### src/rtl/multicycle_datapath_pkg.sv
// Shared encodings for the multicycle datapath and its control FSM.
package multicycle_datapath_pkg;

  // Opcodes (IR[31:26])
  localparam logic [5:0] OP_LB    = 6'b100000;
  localparam logic [5:0] OP_SB    = 6'b101000;
  localparam logic [5:0] OP_RTYPE = 6'b000000;
  localparam logic [5:0] OP_BEQ   = 6'b000100;
  localparam logic [5:0] OP_J     = 6'b000010;

  // R-type funct field (IR[5:0])
  localparam logic [5:0] FUNCT_ADD = 6'b100000;
  localparam logic [5:0] FUNCT_SUB = 6'b100010;
  localparam logic [5:0] FUNCT_AND = 6'b100100;
  localparam logic [5:0] FUNCT_OR  = 6'b100101;
  localparam logic [5:0] FUNCT_SLT = 6'b101010;

  typedef enum logic [1:0] {
    ALUOP_ADD   = 2'b00,
    ALUOP_SUB   = 2'b01,
    ALUOP_FUNCT = 2'b10,
    ALUOP_ADD2  = 2'b11
  } aluop_e;

  typedef enum logic [1:0] {
    SRCB_B      = 2'b00,
    SRCB_FOUR   = 2'b01,
    SRCB_IMM    = 2'b10,
    SRCB_IMM_SH = 2'b11
  } alusrcb_e;

  typedef enum logic [1:0] {
    PCSRC_ALU    = 2'b00,
    PCSRC_ALUOUT = 2'b01,
    PCSRC_JUMP   = 2'b10,
    PCSRC_ALU2   = 2'b11
  } pcsource_e;

  typedef enum logic [2:0] {
    ALUCTL_AND = 3'b000,
    ALUCTL_OR  = 3'b001,
    ALUCTL_ADD = 3'b010,
    ALUCTL_SUB = 3'b110,
    ALUCTL_SLT = 3'b111
  } aluctl_e;

endpackage

### src/rtl/multicycle_datapath_regfile.sv
// Two-read/one-write register file. Register 0 reads as zero and ignores writes.
// Contents are deliberately not reset.
module multicycle_datapath_regfile
  import multicycle_datapath_pkg::*;
#(
  parameter int WIDTH   = 32,
  parameter int REGBITS = 5
) (
  input  logic               clk_i,
  input  logic               we_i,
  input  logic [REGBITS-1:0] ra1_i,
  input  logic [REGBITS-1:0] ra2_i,
  input  logic [REGBITS-1:0] wa_i,
  input  logic [WIDTH-1:0]   wd_i,
  output logic [WIDTH-1:0]   rd1_o,
  output logic [WIDTH-1:0]   rd2_o
);

  logic [WIDTH-1:0] mem_q [2**REGBITS];

  // Synchronous write port; index 0 is never stored
  always_ff @(posedge clk_i) begin
    if (we_i && (wa_i != '0)) mem_q[wa_i] <= wd_i;
  end

  // Combinational reads, no write-to-read bypass
  assign rd1_o = (ra1_i == '0) ? '0 : mem_q[ra1_i];
  assign rd2_o = (ra2_i == '0) ? '0 : mem_q[ra2_i];

endmodule

### src/rtl/multicycle_datapath.sv
// Multicycle CPU datapath: PC/IR/MDR/A/B/ALUOut registers, register file,
// ALU with funct decode, and the operand / next-PC / address muxes.
module multicycle_datapath
  import multicycle_datapath_pkg::*;
#(
  parameter int               WIDTH    = 32,
  parameter int               REGBITS  = 5,
  parameter logic [WIDTH-1:0] RESET_PC = '0
) (
  input  logic             clk,
  input  logic             reset,
  input  logic [WIDTH-1:0] memdata,
  input  logic             irwrite,
  input  logic             pcen,
  input  logic             iord,
  input  logic             alusrca,
  input  logic [1:0]       alusrcb,
  input  logic [1:0]       aluop,
  input  logic [1:0]       pcsource,
  input  logic             regwrite,
  input  logic             regdst,
  input  logic             memtoreg,
  output logic [5:0]       op,
  output logic             zero,
  output logic [WIDTH-1:0] adr,
  output logic [WIDTH-1:0] writedata
);

  logic [WIDTH-1:0] pc_q, pc_d, ir_q, ir_d, mdr_q, mdr_d;
  logic [WIDTH-1:0] a_q, a_d, b_q, b_d, aluout_q, aluout_d;
  logic [WIDTH-1:0] rd1, rd2, rf_wd, sign_imm, jump_target;
  logic [WIDTH-1:0] srca, srcb, alu_result, pc_next;
  logic [REGBITS-1:0] rf_wa;
  aluctl_e          aluctl;

  // A write in a reset cycle belongs to an aborted instruction
  multicycle_datapath_regfile #(.WIDTH(WIDTH), .REGBITS(REGBITS)) u_regfile (
    .clk_i (clk),
    .we_i  (regwrite & ~reset),
    .ra1_i (ir_q[25:21]),
    .ra2_i (ir_q[20:16]),
    .wa_i  (rf_wa),
    .wd_i  (rf_wd),
    .rd1_o (rd1),
    .rd2_o (rd2)
  );

  assign rf_wa       = regdst ? ir_q[15:11] : ir_q[20:16];
  assign rf_wd       = memtoreg ? mdr_q : aluout_q;
  assign sign_imm    = {{(WIDTH-16){ir_q[15]}}, ir_q[15:0]};
  assign jump_target = {pc_q[WIDTH-1:WIDTH-4], ir_q[25:0], 2'b00};

  // ALU operand selection
  always_comb begin
    srca = alusrca ? a_q : pc_q;
    case (alusrcb)
      SRCB_B:    srcb = b_q;
      SRCB_FOUR: srcb = WIDTH'(4);
      SRCB_IMM:  srcb = sign_imm;
      default:   srcb = {sign_imm[WIDTH-3:0], 2'b00};
    endcase
  end

  // ALU control decode; unknown functs fall back to add
  always_comb begin
    aluctl = ALUCTL_ADD;
    case (aluop)
      ALUOP_SUB: aluctl = ALUCTL_SUB;
      ALUOP_FUNCT: begin
        case (ir_q[5:0])
          FUNCT_SUB: aluctl = ALUCTL_SUB;
          FUNCT_AND: aluctl = ALUCTL_AND;
          FUNCT_OR:  aluctl = ALUCTL_OR;
          FUNCT_SLT: aluctl = ALUCTL_SLT;
          default:   aluctl = ALUCTL_ADD;
        endcase
      end
      default: aluctl = ALUCTL_ADD;
    endcase
  end

  // ALU datapath, wrapping arithmetic, signed set-less-than
  always_comb begin
    case (aluctl)
      ALUCTL_SUB: alu_result = srca - srcb;
      ALUCTL_AND: alu_result = srca & srcb;
      ALUCTL_OR:  alu_result = srca | srcb;
      ALUCTL_SLT: alu_result = {{(WIDTH-1){1'b0}}, ($signed(srca) < $signed(srcb))};
      default:    alu_result = srca + srcb;
    endcase
  end

  // Next-PC selection
  always_comb begin
    case (pcsource)
      PCSRC_ALUOUT: pc_next = aluout_q;
      PCSRC_JUMP:   pc_next = jump_target;
      default:      pc_next = alu_result;
    endcase
  end

  // Next-state for all datapath registers
  always_comb begin
    pc_d     = pcen ? pc_next : pc_q;
    ir_d     = irwrite ? memdata : ir_q;
    mdr_d    = memdata;
    a_d      = rd1;
    b_d      = rd2;
    aluout_d = alu_result;
  end

  // Register update with synchronous reset
  always_ff @(posedge clk) begin
    if (reset) begin
      pc_q     <= RESET_PC;
      ir_q     <= '0;
      mdr_q    <= '0;
      a_q      <= '0;
      b_q      <= '0;
      aluout_q <= '0;
    end else begin
      pc_q     <= pc_d;
      ir_q     <= ir_d;
      mdr_q    <= mdr_d;
      a_q      <= a_d;
      b_q      <= b_d;
      aluout_q <= aluout_d;
    end
  end

  assign op        = ir_q[31:26];
  assign zero      = (alu_result == '0);
  assign adr       = iord ? aluout_q : pc_q;
  assign writedata = b_q;

endmodule

### config.mk
export PLATFORM = sky130hd
export DESIGN_NAME = multicycle_datapath
export DESIGN_NICKNAME = d
export VERILOG_FILES = /design/src/rtl/multicycle_datapath_pkg.sv /design/src/rtl/multicycle_datapath_regfile.sv /design/src/rtl/multicycle_datapath.sv
export SDC_FILE = /design/constraint.sdc
export NUM_CORES = 2
export LEC_CHECK = 0
export BUFFER_PORTS_ARGS = -buffer_cell sky130_fd_sc_hd__buf_2
export CORE_ASPECT_RATIO = 0.9
export CORE_MARGIN = 4
export CORE_UTILIZATION = 50
export CTS_BUF_LIST = sky130_fd_sc_hd__clkbuf_8
export CTS_CLUSTER_DIAMETER = 80
export DETAILED_ROUTE_END_ITERATION = 8
export PLACE_DENSITY = 0.77
export SLEW_MARGIN = 20
export SYNTH_ARGS = -nofsm -noshare
export SYNTH_HDL_FRONTEND = slang
export SYNTH_SLANG_ARGS = --single-unit
### constraint.sdc
create_clock -name clk -period 14.6 [get_ports clk]
set_clock_uncertainty 0.1 [all_clocks]
set_input_delay 1.46 -clock clk [delete_from_list [all_inputs] [get_ports clk]]
set_output_delay 1.46 -clock clk [all_outputs]
set_load 0.05 [all_outputs]
### Yosys cells after proc, flatten, opt, wreduce, memory -nomap -nowiden

Memory sizes are Yosys's and may differ from the RTL's. A register that Yosys moved wholly into a read port is not among the register bits.
Index checks and enable logic that the tools add are counted.
W data, S select, Z words.

| operators by class | value |
|---|---|
| equality and inequality tests | 13 |
| add/subtract/negate cells | 2 |
| reduce and logical (&&, ||, !) cells | 10 |
| magnitude comparators | 1 |
| muxes and demuxes | 11 |
| bitwise gates (word level) | 5 |

Operator list:

| cell | count |
|---|---|
| $pmux W32 S4 | 1 |
| $mux W32 | 3 |
| $pmux W32 S3 | 1 |
| $pmux W32 S2 | 1 |
| $add A32 B32 Y32 | 1 |
| $and A32 B32 Y32 | 1 |
| $logic_not A32 Y1 | 1 |
| $lt A32 B32 Y1 | 1 |
| $or A32 B32 Y32 | 1 |
| $sub A32 B32 Y32 | 1 |
| $eq A6 B6 Y1 const B | 4 |
| $pmux W3 S4 | 1 |
| $logic_not A5 Y1 | 2 |
| $eq A2 B1 Y1 const B | 3 |
| $eq A2 B2 Y1 const B | 3 |
| $eq A3 B3 Y1 const B | 2 |
| $pmux W3 S2 | 1 |
| $mux W5 | 1 |
| $reduce_bool A5 Y1 | 1 |
| $reduce_or A2 Y1 | 2 |
| $eq A3 B1 Y1 const B | 1 |
| $logic_not A3 Y1 | 1 |
| $logic_not A2 Y1 | 1 |
| $mux W1 | 2 |
| 4 further kinds | 5 |

| storage, ports and cells | value |
|---|---|
| logic and storage cells | 48 |
| memories kept | 1 |
| register bits | 128 |
| input port bits | 47 |
| output and inout port bits | 71 |
| bits in writable memories | 1,024 |

Memories:

| memory | words | width | read ports | clocked after Yosys merged registers in | write ports | line | text |
|---|---|---|---|---|---|---|---|
| u_regfile.mem_q | 32 | 32 | 2 | 2 | 1 | multicycle_datapath_regfile.sv:19 | `logic [WIDTH-1:0] mem_q [2**REGBITS];` |

### Longest topological paths before layout

| depth | value |
|---|---|
| depth after elaboration | 6 |
| depth in mapped cells | 18 |
| gate-level depth less buffers | 16 |

### Modules after synthesis

Synthesis repeated with hierarchy kept, for this count alone.

| second synthesis, totals | value |
|---|---|
| cells, all modules | 4,139 |
| area total of the unflattened synthesis | 61,051.1 µm² |

Modules (own cells, without submodules):

| module | times used | cells an instance | seq. area each (µm²) | area an instance (µm²) |
|---|---|---|---|---|
| multicycle_datapath_regfile | 1 | 2,564 | 30,749.5 | 47,904.7 |
| multicycle_datapath | 1 | 1,575 | 3,843.7 | 13,146.4 |

### Least setup slack after synthesis

Ideal clock, no wire load.

| timing path | value |
|---|---|
| kind | input to output |
| start | in alusrca |
| end | out zero |
| cell stages on the path | 15 |
| buffers on the path | 2 |
| data required time | 13.040 ns |
| arrival | 6.928 ns |
| setup slack | 6.112 ns |
| path through | clkbuf_1 -> clkbuf_1 -> mux2_2 -> ha_1 -> fa_1 -> a21o_1 -> a311o_1 -> o2111ai_1 -> o22ai_2 -> a221o_1 -> a221oi_1 -> o21ai_1 -> or4_1 -> or4b_1 -> nor4_1 |

| on the way | value |
|---|---|
| word-level cells in the longest chain between the ends | 4 |
| elaborated cells on any way between the ends | 8 |
| classes of those cells | add/sub: 2; order compare: 1; mux: 2; bitwise: 2; reduce/logical: 1 |

RTL lines:

| element | line | text |
|---|---|---|
| from (decl) | multicycle_datapath.sv:16 | `input logic alusrca,` |
| $mux W32 (*) | multicycle_datapath.sv:55 | `srca = alusrca ? a_q : pc_q;` |
| $add A32 B32 Y32 (tied with other cells) | multicycle_datapath.sv:89 | `default: alu_result = srca + srcb;` |
| $pmux W32 S4 (*) | multicycle_datapath.sv:84 | `case (aluctl)` |
| $logic_not A32 Y1 (*) | multicycle_datapath.sv:132 | `assign zero = (alu_result == '0);` |
| to (decl) | multicycle_datapath.sv:24 | `output logic zero,` |

Mark *: on every way between the ends. The rest lies on a longest branch, timed or not.

### Worst setup path in the final report

| timing path | value |
|---|---|
| start | in alusrcb[1] |
| end | out zero |

| on the way | value |
|---|---|
| word-level cells in the longest chain between the ends | 5 |
| elaborated cells on any way between the ends | 11 |
| classes of those cells | add/sub: 2; order compare: 1; eq/ne: 2; mux: 2; bitwise: 2; reduce/logical: 2 |

RTL lines:

| element | line | text |
|---|---|---|
| from (decl) | multicycle_datapath.sv:17 | `input logic [1:0] alusrcb,` |
| $eq A2 B2 Y1 (tied with other cells) | multicycle_datapath.sv:56 | `case (alusrcb)` |
| $pmux W32 S3 (*) | multicycle_datapath.sv:56 |  |
| $add A32 B32 Y32 (tied with other cells) | multicycle_datapath.sv:89 |  |
| $pmux W32 S4 (*) | multicycle_datapath.sv:84 |  |
| $logic_not A32 Y1 (*) | multicycle_datapath.sv:132 |  |

Marked as above.

==> out/metrics.csv <==
metric,value,unit
"FF+latch count, synth",1216,
I/O pin cnt,118,
area of the core,119100,sq um
"Distinct cells, synth",91,
crit start category,input port,
# hold bufs at CTS,0,
GR met1 Demand/Resource,39.75,%
Slew @ Worst Pin,1197,ps
Final Hold Fails,0,
Buf/Inv on CP,3,
"Req. time, crit path",13040,ps
synthesized cell area,59970,sq um
number of synthesized flops with an enable pin,1024,
fmax,117.3,MHz
global-route wire length before repair,268000,microns
htree depth,4,
top-count cell post-synth,edfxtp_1,
Yosys Warn Count,0,
top cell family by delay on the critical path,simple AND/OR/NAND/NOR gates,
nets,4136,
P per Cell Area,121.5,nW/um^2
Hold Path Class,register to register,
Initial Util,50.37,%
"Min Clock Period, post-route",8523,ps
post-synthesis mux area share,24.48,%
dpl cell area,62430,sq um
max-slew violations,0,
synth top area cells,"edfxtp_1, mux4_2, dfxtp_1",
Post-Layout Inst Area,66140,sq um
Final Util,55.55,%
GR peak layer,met2,
Post-synth top cells,"edfxtp_1, mux4_2, nor2_1, mux2i_1, mux2_2",
CP max-delay cell,nor2_4,
leading area contributor after synthesis,edfxtp_1,
post-CTS setup buffers,0,
# setup viols final,0,
TritonRoute pass-1 iters,7,
post-synthesis xor/xnor area fraction,0.07302,%
post-synthesis compound-gate area fraction,8.089,%
Post-Synth Simple-Gate Area,4.765,%
register area share after synthesis,57.68,%
Peak VDD IR,0.00008920,V
crit-path cells,buf_2 -> nor2_4 -> a22o_1 -> inv_1 -> ha_1 -> nor2b_1 -> nor4_1 -> a211oi_1 -> nor2_1 -> o221ai_1 -> a21oi_1 -> o21ai_0 -> nor3_1 -> nand4bb_1 -> or4b_1 -> nor4_1 -> buf_2,
full die area,125600,sq um
setup TNS,0,ps
DRC,0,
GRT Total Usage,29.16,%
DR vias/cell,6.869,
global-route track usage on met3,9.084,%
"Arr. time, crit path",6960,ps
number of global-route vias before repair,39206,
drt total wl,186000,microns
syn_area_per_cell,15.45,sq um
total gr overflow,0,
Max Root-Sink Buffers,3,
vias,39378,
clk slew on worst S/H paths,60,ps
port bufs,117,
async set-reset flop share out of synthesis,0,%
GPL Wtd Cong,0.9226,
Slew HR,19.96,%
initial DRC count,5740,
unrepaired setup endpoints after global routing,false,
DR WL/cell,32.44,microns
"Clk Latency, worst-skew pair",900,ps
CP max stage delay,730,ps
Syn Inst Count,3882,
HPWL after DPL,110000,microns
CTS buffer count,188,
synthesis-to-layout area growth,10.29,%
post-route ant nets,0,
layout cell share with drive strength beyond 1,28.65,%
num rows,120,
Clock Tree Root,clkbuf_8,
largest family of logic cells by synthesized area,multiplexers,
worst hold margin,395.7,ps
Setup crit end kind,primary output,
Clock Sinks,1216,
critical setup path kind,input port to primary output,
area share of the largest cell type after synthesis,51.27,%
leakage,21.96,nW
max cap viols,0,
Final period util,58.38,%
met2 Usage GRT,43.93,%
crit-path max FO,29,
Main synth FF type,edfxtp_1,
Adder-Cell Fraction of Synth Area,2.153,%
CTS tree,built,
initial antenna violation count,14,
Post-CTS Resized,0,
Die Span Y,336.6,microns
Die Wd,373.1,microns
status,"finished, final reports clean",
pin count of the biggest net entering global routing,123,
==> placed cells by master (no fill, tap or decap), drive strengths merged, types with 57 or more instances in the layout <==
cell type	count
edfxtp	1024
dfxtp	192
o21ai	57
nand2	85
inv	180
mux4	454
buf	196
ha	100
mux2i	227
o22ai	70
a21oi	136
nor2	250
clkbuf	211
mux2	194
a221oi	59
nor3	60
==> cells by family after synthesis <==
| kind of cell | Yosys count |
|---|---|
| AOI/OAI and AO/OA | 671 |
| xor gates and xnor gates | 5 |
| adders and majority gates | 102 |
| buffers and inverters | 416 |
| DFF | 1216 |
| muxes | 875 |
| other | 1 |
| and+or+nand+nor | 596 |
==> sequential cells by signal, indices dropped and copies added (netlist names) <==
register and cells:
u_regfile.mem_q 1024, ir_q 32, pc_q 32, aluout_q 32
mdr_q 32, a_q 32, writedata 32
==> metal layers <==
| layer | vias to the layer above | part of all wire, % | wire (microns) |
|---|---|---|---|
| met3 | 548 | 14 | 25260 |
| met1 | 19918 | 38 | 69890 |
| li1 | 15955 | - | - |
| met4 | 8 | 4.3 | 8038 |
| met2 | 2949 | 44 | 82730 |
| met5 | - | 0.029 | 53 |
==> area by class of cell <==
class	count	area (sq um)
fillers	9016	52920
flip-flops and latches	1216	34630
multi-input cells	2281	24170
clock buffers	211	2904
well taps	1586	1984
repair buffers	196	1256
clock inverters	135	795.8
inverters	104	390.4
diodes	4	10.01
==> path summary, 6_finish.rpt <==
check,from,end,slack [ps],cells after the start
min,ir_q[27],ir_q[27],400,2
max reg2reg,ir_q[1],pc_q[29],9920,14
min reg2reg,ir_q[27],ir_q[27],400,2
max,alusrcb[1],zero,6080,17
==> through the flow <==
| stage | instances | total power [W] | setup WS (ps) |
|---|---|---|---|
| finish | 5733 | 0.008033 | 6077 |
| global route | 5731 | 0.008299 | 5812 |
| CTS | 5729 | 0.008027 | 6094 |
| detailed placement | 5383 | 0.005282 | 6120 |
| global placement | 5383 | 0.005274 | 6127 |
| floorplan | 3913 | 0.004870 | 6112 |
==> worst min-delay path: cells and delay by family, from the launching register on <==
kind             cells  cell delay, ps
DFF                  1             320
and+or+nand+nor      1              80
muxes                1              60
==> where the power goes <==
group / switching [W] / internal (W)
combinational: 0.000826 / 0.000439
clock: 0.00137 / 0.00141
sequential: 0.0000889 / 0.00389
No activity file was read; power rests on OpenSTA's default activity.
